[src/rtl/cram_loader.sv]
// Byte-stream loader for the CPU data RAM: packs byte pairs into words and writes them from a base address.
// Optional read-back checksum pass is compiled in with CRAM_LOADER_VERIFY_EN.
module cram_loader #(
  parameter int p_data_width    = 16,
  parameter int p_address_width = 10
) (
  input  logic                       i_w_clk,
  input  logic                       i_w_rst_n,
  input  logic                       i_w_start,
  input  logic [p_address_width-1:0] i_w_base,
  input  logic [p_address_width-1:0] i_w_len,
  input  logic [7:0]                 i_w_byte,
  input  logic                       i_w_byte_valid,
  output logic                       o_w_byte_ready,
  output logic                       o_r_busy,
  output logic                       o_r_done,
  output logic                       o_w_cpu_stall,
  input  logic [p_address_width-1:0] i_w_cpu_address,
  input  logic [p_data_width-1:0]    i_w_cpu_data,
  input  logic                       i_w_cpu_we,
  input  logic                       i_w_cpu_oe,
  output logic [p_address_width-1:0] o_w_mem_address,
  output logic [p_data_width-1:0]    o_w_mem_data,
  output logic                       o_w_mem_we,
  output logic                       o_w_mem_oe,
  input  logic [p_data_width-1:0]    i_w_mem_rdata
`ifdef CRAM_LOADER_VERIFY_EN
  ,
  input  logic [15:0]                i_w_expected_sum,
  output logic                       o_r_sum_ok
`endif
);

  localparam int AW = p_address_width;
  localparam int DW = p_data_width;

`ifdef CRAM_LOADER_VERIFY_EN
  typedef enum logic [2:0] {
    S_IDLE, S_LO, S_HI, S_WRITE, S_DONE, S_VFY_ADDR, S_VFY_DATA
  } state_e;
`else
  typedef enum logic [2:0] {
    S_IDLE, S_LO, S_HI, S_WRITE, S_DONE
  } state_e;
`endif

  state_e        state_q;
  logic [AW-1:0] addr_q;
  logic [AW-1:0] rem_q;
  logic [DW-1:0] data_q;
  logic          hs;

`ifdef CRAM_LOADER_VERIFY_EN
  logic [AW-1:0] base_q;
  logic [AW-1:0] len_q;
  logic [15:0]   sum_q;
  logic          sum_ok_q;
  assign o_r_sum_ok = sum_ok_q;
`else
  logic unused_rdata;
  assign unused_rdata = ^i_w_mem_rdata;
`endif

  // LO with nothing left only happens right after a zero-length start; no byte is taken then.
  assign o_w_byte_ready = (state_q == S_HI) || ((state_q == S_LO) && (rem_q != '0));
  assign hs             = o_w_byte_ready & i_w_byte_valid;
  assign o_r_busy       = (state_q != S_IDLE);
  assign o_w_cpu_stall  = o_r_busy;
  assign o_r_done       = (state_q == S_DONE);

  always_ff @(posedge i_w_clk or negedge i_w_rst_n) begin
    if (!i_w_rst_n) begin
      state_q  <= S_IDLE;
      addr_q   <= '0;
      rem_q    <= '0;
      data_q   <= '0;
`ifdef CRAM_LOADER_VERIFY_EN
      base_q   <= '0;
      len_q    <= '0;
      sum_q    <= '0;
      sum_ok_q <= 1'b0;
`endif
    end else begin
      case (state_q)
        S_IDLE: begin
          if (i_w_start) begin
            addr_q  <= i_w_base;
            rem_q   <= i_w_len;
            state_q <= S_LO;
`ifdef CRAM_LOADER_VERIFY_EN
            base_q   <= i_w_base;
            len_q    <= i_w_len;
            sum_ok_q <= 1'b0;
`endif
          end
        end
        S_LO: begin
          if (rem_q == '0) begin
            state_q <= S_DONE;
`ifdef CRAM_LOADER_VERIFY_EN
            sum_ok_q <= (i_w_expected_sum == 16'h0000);
`endif
          end else if (hs) begin
            data_q[7:0] <= i_w_byte;
            state_q     <= S_HI;
          end
        end
        S_HI: begin
          if (hs) begin
            data_q[DW-1:8] <= i_w_byte;
            state_q        <= S_WRITE;
          end
        end
        S_WRITE: begin
          addr_q <= addr_q + 1'b1;
          rem_q  <= rem_q - 1'b1;
          if (rem_q == AW'(1)) begin
`ifdef CRAM_LOADER_VERIFY_EN
            // Rewind to the start of the block for the read-back pass.
            addr_q  <= base_q;
            rem_q   <= len_q;
            sum_q   <= '0;
            state_q <= S_VFY_ADDR;
`else
            state_q <= S_DONE;
`endif
          end else begin
            state_q <= S_LO;
          end
        end
`ifdef CRAM_LOADER_VERIFY_EN
        S_VFY_ADDR: state_q <= S_VFY_DATA;
        S_VFY_DATA: begin
          sum_q  <= sum_q + i_w_mem_rdata;
          addr_q <= addr_q + 1'b1;
          rem_q  <= rem_q - 1'b1;
          if (rem_q == AW'(1)) begin
            sum_ok_q <= ((sum_q + i_w_mem_rdata) == i_w_expected_sum);
            state_q  <= S_DONE;
          end else begin
            state_q <= S_VFY_ADDR;
          end
        end
`endif
        S_DONE:  state_q <= S_IDLE;
        default: state_q <= S_IDLE;
      endcase
    end
  end

  // RAM port: CPU passthrough only while idle, loader-owned otherwise.
  always_comb begin
    o_w_mem_address = addr_q;
    o_w_mem_data    = data_q;
    o_w_mem_we      = 1'b0;
    o_w_mem_oe      = 1'b0;
    case (state_q)
      S_IDLE: begin
        o_w_mem_address = i_w_cpu_address;
        o_w_mem_data    = i_w_cpu_data;
        o_w_mem_we      = i_w_cpu_we;
        o_w_mem_oe      = i_w_cpu_oe;
      end
      S_WRITE: o_w_mem_we = 1'b1;
`ifdef CRAM_LOADER_VERIFY_EN
      S_VFY_ADDR: o_w_mem_oe = 1'b1;
`endif
      default: ;
    endcase
  end

endmodule

[config.mk]
export PLATFORM = sky130hd
export DESIGN_NAME = cram_loader
export DESIGN_NICKNAME = d
export VERILOG_FILES = /design/src/rtl/cram_loader.sv
export SDC_FILE = /design/constraint.sdc
export NUM_CORES = 1
export LEC_CHECK = 0
export CAP_MARGIN = 20
export CORE_MARGIN = 4
export CORE_UTILIZATION = 45
export CTS_CLUSTER_SIZE = 8
export DETAILED_ROUTE_END_ITERATION = 10
export PLACE_DENSITY = 0.95
export SETUP_SLACK_MARGIN = 0.5
export SLEW_MARGIN = 20
export SYNTH_ARGS = -nofsm -noshare
export SYNTH_HDL_FRONTEND = slang
export SYNTH_SLANG_ARGS = --single-unit
[constraint.sdc]
create_clock -name i_w_clk -period 2.9 [get_ports i_w_clk]
set_input_delay 0.725 -clock i_w_clk [delete_from_list [all_inputs] [get_ports i_w_clk]]
set_output_delay 0.725 -clock i_w_clk [all_outputs]
set_load 0.005 [all_outputs]
Yosys cells after proc, flatten, opt, wreduce, memory -nomap -nowiden --
Cells that the tools add are included.
Operators by class: $add $sub $neg 2, equality and inequality tests 8, multiplexer cells 14, bitwise operators 2, reduce and logical (&&, ||, !) cells 11
Operators with widths (count):
- 10-bit case mux with 2 select lines | 2
- 10-bit two-way mux | 3
- 16-bit two-way mux | 1
- 3-bit two-way mux | 5
- 3-bit case mux with 4 select lines | 1
- 10-bit by 1-bit adder with 10-bit output (second input constant) | 1
- 10-bit by 1-bit equality test with 1-bit output (second input constant) | 1
- 10-bit zero test | 1
- 10-bit nonzero test | 1
- 10-bit by 1-bit subtractor with 10-bit output (second input constant) | 1
- 3-bit by 2-bit equality test with 1-bit output (second input constant) | 2
- 3-bit AND reduction | 2
- 2-bit inequality test (second input constant) | 2
- 2-bit AND reduction | 2
- 3-bit by 1-bit equality test with 1-bit output (second input constant) | 1
- 3-bit equality test (second input constant) | 1
- 3-bit zero test | 1
- 3-bit by 2-bit inequality test with 1-bit output (second input constant) | 1
- 3-bit nonzero test | 1
- 1-bit case mux with 2 select lines | 1
- 2-bit nonzero test | 1
- 1-bit AND | 1
- 1-bit logical AND | 1
- 1-bit logical OR | 1
- 2 further kinds | 2
Storage, ports and cells: flip-flop bits (word level) 39, logic and storage cells 42

Depth between registers and ports, before layout --
depth in word-level cells 7, gate-level depth with buffers 7, gate-level depth less buffers 6

Worst setup path before layout --
No wires, ideal clock.
path kind register to output, start reg rem_q[5], end out o_w_byte_ready, arrival time 1514 ps, data required time 2175 ps, slack 661 ps, cell stages (with the launch flop) 5, buffers on the path 0, path through dfrtp_1 or4_4 nor3_4 nand2_1 a31o_2
On the way: cells in the longest elaborated chain, start to end 3
Ends and longest elaborated chain:
- start, declared | line 49 | logic [AW-1:0] rem_q;
- start signal, assigned | line 88 | rem_q <= i_w_len;
- start signal, assigned | line 116 | rem_q <= rem_q - 1'b1;
- 10-bit nonzero test | line 65 | assign o_w_byte_ready = (state_q == S_HI) || ((state_q == S_LO) && (rem_q != '0));
- 1-bit logical AND | line 65
- 1-bit logical OR | line 65
- end, declared | line 14 | output logic o_w_byte_ready,
Every way passes these cells.

Worst setup path after layout --
start reg state_q[2], end out o_w_mem_address[1]
On the way: cells in the longest elaborated chain, start to end 2
Ends and longest elaborated chain:
- start, declared | line 47 | state_e state_q;
- start signal, assigned | line 73 | state_q <= S_IDLE;
- start signal, assigned | line 89 | state_q <= S_LO;
- start signal, assigned | line 99 | state_q <= S_DONE;
- 3-bit zero test | line 157 | case (state_q)
- 10-bit two-way mux | line 157
- end, declared | line 22 | output logic [p_address_width-1:0] o_w_mem_address,
Every way passes these cells.

==> results by group <==
Layout
  – Commonest non-fill, non-tap cell in the layout: clkdlybuf4s50_1
  – Final Net Count: 418
  – P&R area growth vs syn: 62.8%
  – Number of diodes: 0
  – Cell area after layout: 3870 um2
  – Most frequent cells in the layout: clkdlybuf4s50_1 (58), dfrtp_1 (39), mux2_4 (31), buf_6 (26), buf_4 (23)
  – Share of cells above drive strength 1: approximately two fifths

Timing
  – Final Slew Violations: 0
  – Worst slew pin tran: 0.908 ns
  – Clock Skew: 0.00672 ns
  – Fin crit share: 88.3%
  – Tmin final: 2.56 ns
  – Hold Slack: approximately 0.51 ns
  – RSZ-0062 raised after global routing: yes
  – Hold Violations, Final: 0
  – Slew margin rel.: 39.5%
  – Fin Setup TNS: 0 ns
  – Final setup violating endpoints: 0
  – FMAX: 391 MHz
  – Post-route setup slack: roughly 0.34 ns

Power and ir drop
  – Peak VDD IR: roughly 0.00046 V
  – Leakage Power: 1.68 nW
  – Pwr/cell area: 973 nW/um2

Routing
  – DR pass1 iterations: 4
  – DR DRC count: 0
  – Post-Route WL: about 8.2 mm
  – Antenna Nets Post-Route: 0
  – Initial drt markers: 111
  – Via count: 2324
  – Routed len/inst: approximately 20 um
  – Vias per cell: 5.70

Placed design
  – # port buffers: 91
  – Placement Cell Area: between 3000 and 4000 um2
  – Routability Congestion: 0.868
  – Pre-CTS setup slack: 0.192 ns
  – DPL Wire Length: 5.21 mm

Synth
  – Top cell type's share of synthesized area: 41.1%
  – Number of synthesized flops with an enable pin: 0
  – Post-synthesis sequential area ratio: 41.1%
  – Ys flop type: dfrtp_1
  – Post-synth ARST share: between 90% and 100%
  – Synth unique cells: 52
  – FF+latch count, synth: 39
  – Synthesized area per cell: 11.0 um2
  – Synth area leaders: dfrtp_1 (41%), mux2_2 (16%), mux2_4 (5.1%)
  – Cell accounting for the most synthesized area: dfrtp_1
  – Post-Synthesis Cell Area: between 2000 and 2500 um2
  – Syn Nets: 296
  – Synth Instances: about 220
  – Synthesis Warnings: 0

Floorplan
  – Chip width: 80.7 um
  – Die Span Y: 80.7 um
  – Die area: 6510 um2
  – Row count: 26
  – Initial core utilization: 46.5%
  – Core area: 5110 um2
  – Ports: 108

Run
  – Maxcap violations: 0

Clocking
  – Root Buffer: clkbuf_8
  – Clock Sinks: 39
  – CTS Buf Count: 5
  – Worst skew pair latency: 0.30 ns
  – Htree depth: 2
  – Clock Tree Buf Depth: 2
  – CTS clk-pin slew, worst paths: 0.07 ns
  – CTS Hold Bufs: 0
  – CTS tree: built

Setup path
  – Worst Path Required: 2.17 ns
  – Crit Path Class: reg2out
  – CP Max Fanout: 5
  – CP Data Arrival Time: 1.83 ns
  – FF-to-FF path depth: 6
  – Worst reg2reg setup slack: 0.62 ns
  – CP Capture Type: output port
  – CP Launch Type: register

Global routing
  – Vias in the first global route: 2270
  – Gr usage total: about a quarter
  – Antenna violations before repair: 0
  – First-pass GRT wire length: around 12 mm
  – Largest net degree at the start of global routing: 40
  – Total grt overflow: 0

Outcome
  – Outcome: finished clean

Min path
  – Hold Path Class: reg2reg
  – Worst Hold Depth: 1
-- synthesized netlist by cell type, types with 2 or more instances --
| library cell | count |
|---|---|
| dfrtp_1 | 39 |
| mux2_2 | 34 |
| nand2_1 | 16 |
| nor2_1 | 15 |
| nand3_1 | 9 |
| mux2_4 | 8 |
| buf_2 | 7 |
| a21oi_1 | 6 |
| o211ai_1 | 6 |
| inv_1 | 5 |
| a211oi_1 | 4 |
| ha_1 | 4 |
| or3_1 | 4 |
| a311oi_1 | 3 |
| clkbuf_1 | 3 |
| nand4_1 | 3 |
| nor3b_1 | 3 |
| o221a_2 | 3 |
| a221o_1 | 2 |
| and2_1 | 2 |
| nand3b_1 | 2 |
| nor3_1 | 2 |
| nor4_1 | 2 |
| o21ai_0 | 2 |
| o22ai_1 | 2 |
| o311ai_0 | 2 |
| o31a_1 | 2 |
| or4_1 | 2 |
-- registers in the layout, summed over array words and instances, names as in the netlist --
| signal | count |
|---|---|
| state_q | 3 |
| data_q | 16 |
| rem_q | 10 |
| addr_q | 10 |
-- area by class of cell --
cell class	instances	area [um2]
clock buffer	6	82.6
clock inverter	1	5.00
fill	329	1240
inverter	5	18.8
multi-input combinational	158	1410
sequential	39	976
tap	70	87.6
timing repair buffer	129	1290
-- metal layers --
metal	GRT usage, %	part of all wire, %	vias up
met2	42.5	51	123
met5	0	0	-
li1	-	-	1053
met4	6.25	2.1	0
met1	29.2	39	1135
met3	6.17	8.1	13
-- where the power goes --
group / internal [W] / total, W / leakage, nW / switching (W)
logic: 0.00142 / 0.00233 / 1.18 / 0.000909
registers: 0.000805 / 0.00106 / 0.455 / 0.000254
clock network: 0.000187 / 0.000375 / 0.0470 / 0.000189
total: 0.00241 / 0.00376 / 1.68 / 0.00135
-- stage by stage --
| step | utilization (%) | cells | power [W] |
|---|---|---|---|
| final | 75.7 | 408 | 0.00376 |
| after CTS | 73.6 | 402 | 0.00357 |
| after floorplan | - | 216 | 0.00205 |
| after global routing | 75.7 | 408 | 0.00397 |
| after detailed placement | 66.4 | 375 | 0.00292 |
| after global placement | 66.4 | 375 | 0.00281 |
-- worst max-delay path: stages, from the launching register on --
cell	delay, ns
dfrtp_1	0.42
nor3_4	0.24
buf_6	0.14
buf_6	0.09
buf_8	0.13
buf_12	0.11
mux2_4	0.30
buf_6	0.12
-- what timing repair did --
item                       CTS  global route
gates resized for setup    134            33
setup endpoints to repair   31            29
buffers inserted            17             6
gates cloned                 3             0
pin swaps                    4             1
-- path summary, 6_finish.rpt --
| check | start | to |
|---|---|---|
| max in group asynchronous | i_w_rst_n | addr_q[6]$_DFFE_PN0P_ |
| min | data_q[1]$_DFFE_PN0P_ | data_q[1]$_DFFE_PN0P_ |
| min reg2reg | data_q[1]$_DFFE_PN0P_ | data_q[1]$_DFFE_PN0P_ |
| min in group asynchronous | i_w_rst_n | rem_q[5]$_DFFE_PN0P_ |
| max | state_q[2]$_DFFE_PN0P_ | o_w_mem_address[1] |
| max reg2reg | state_q[2]$_DFFE_PN0P_ | rem_q[7]$_DFFE_PN0P_ |
-- cell families after synthesis --
group	synth area share (%)
buffers and inverters	3.90
and+or+nand+nor	17.7
adders and majority gates	2.11
muxes	22.5
AOI/OAI and AO/OA	12.7
DFF	41.1
(Power assumes the default switching activity.)
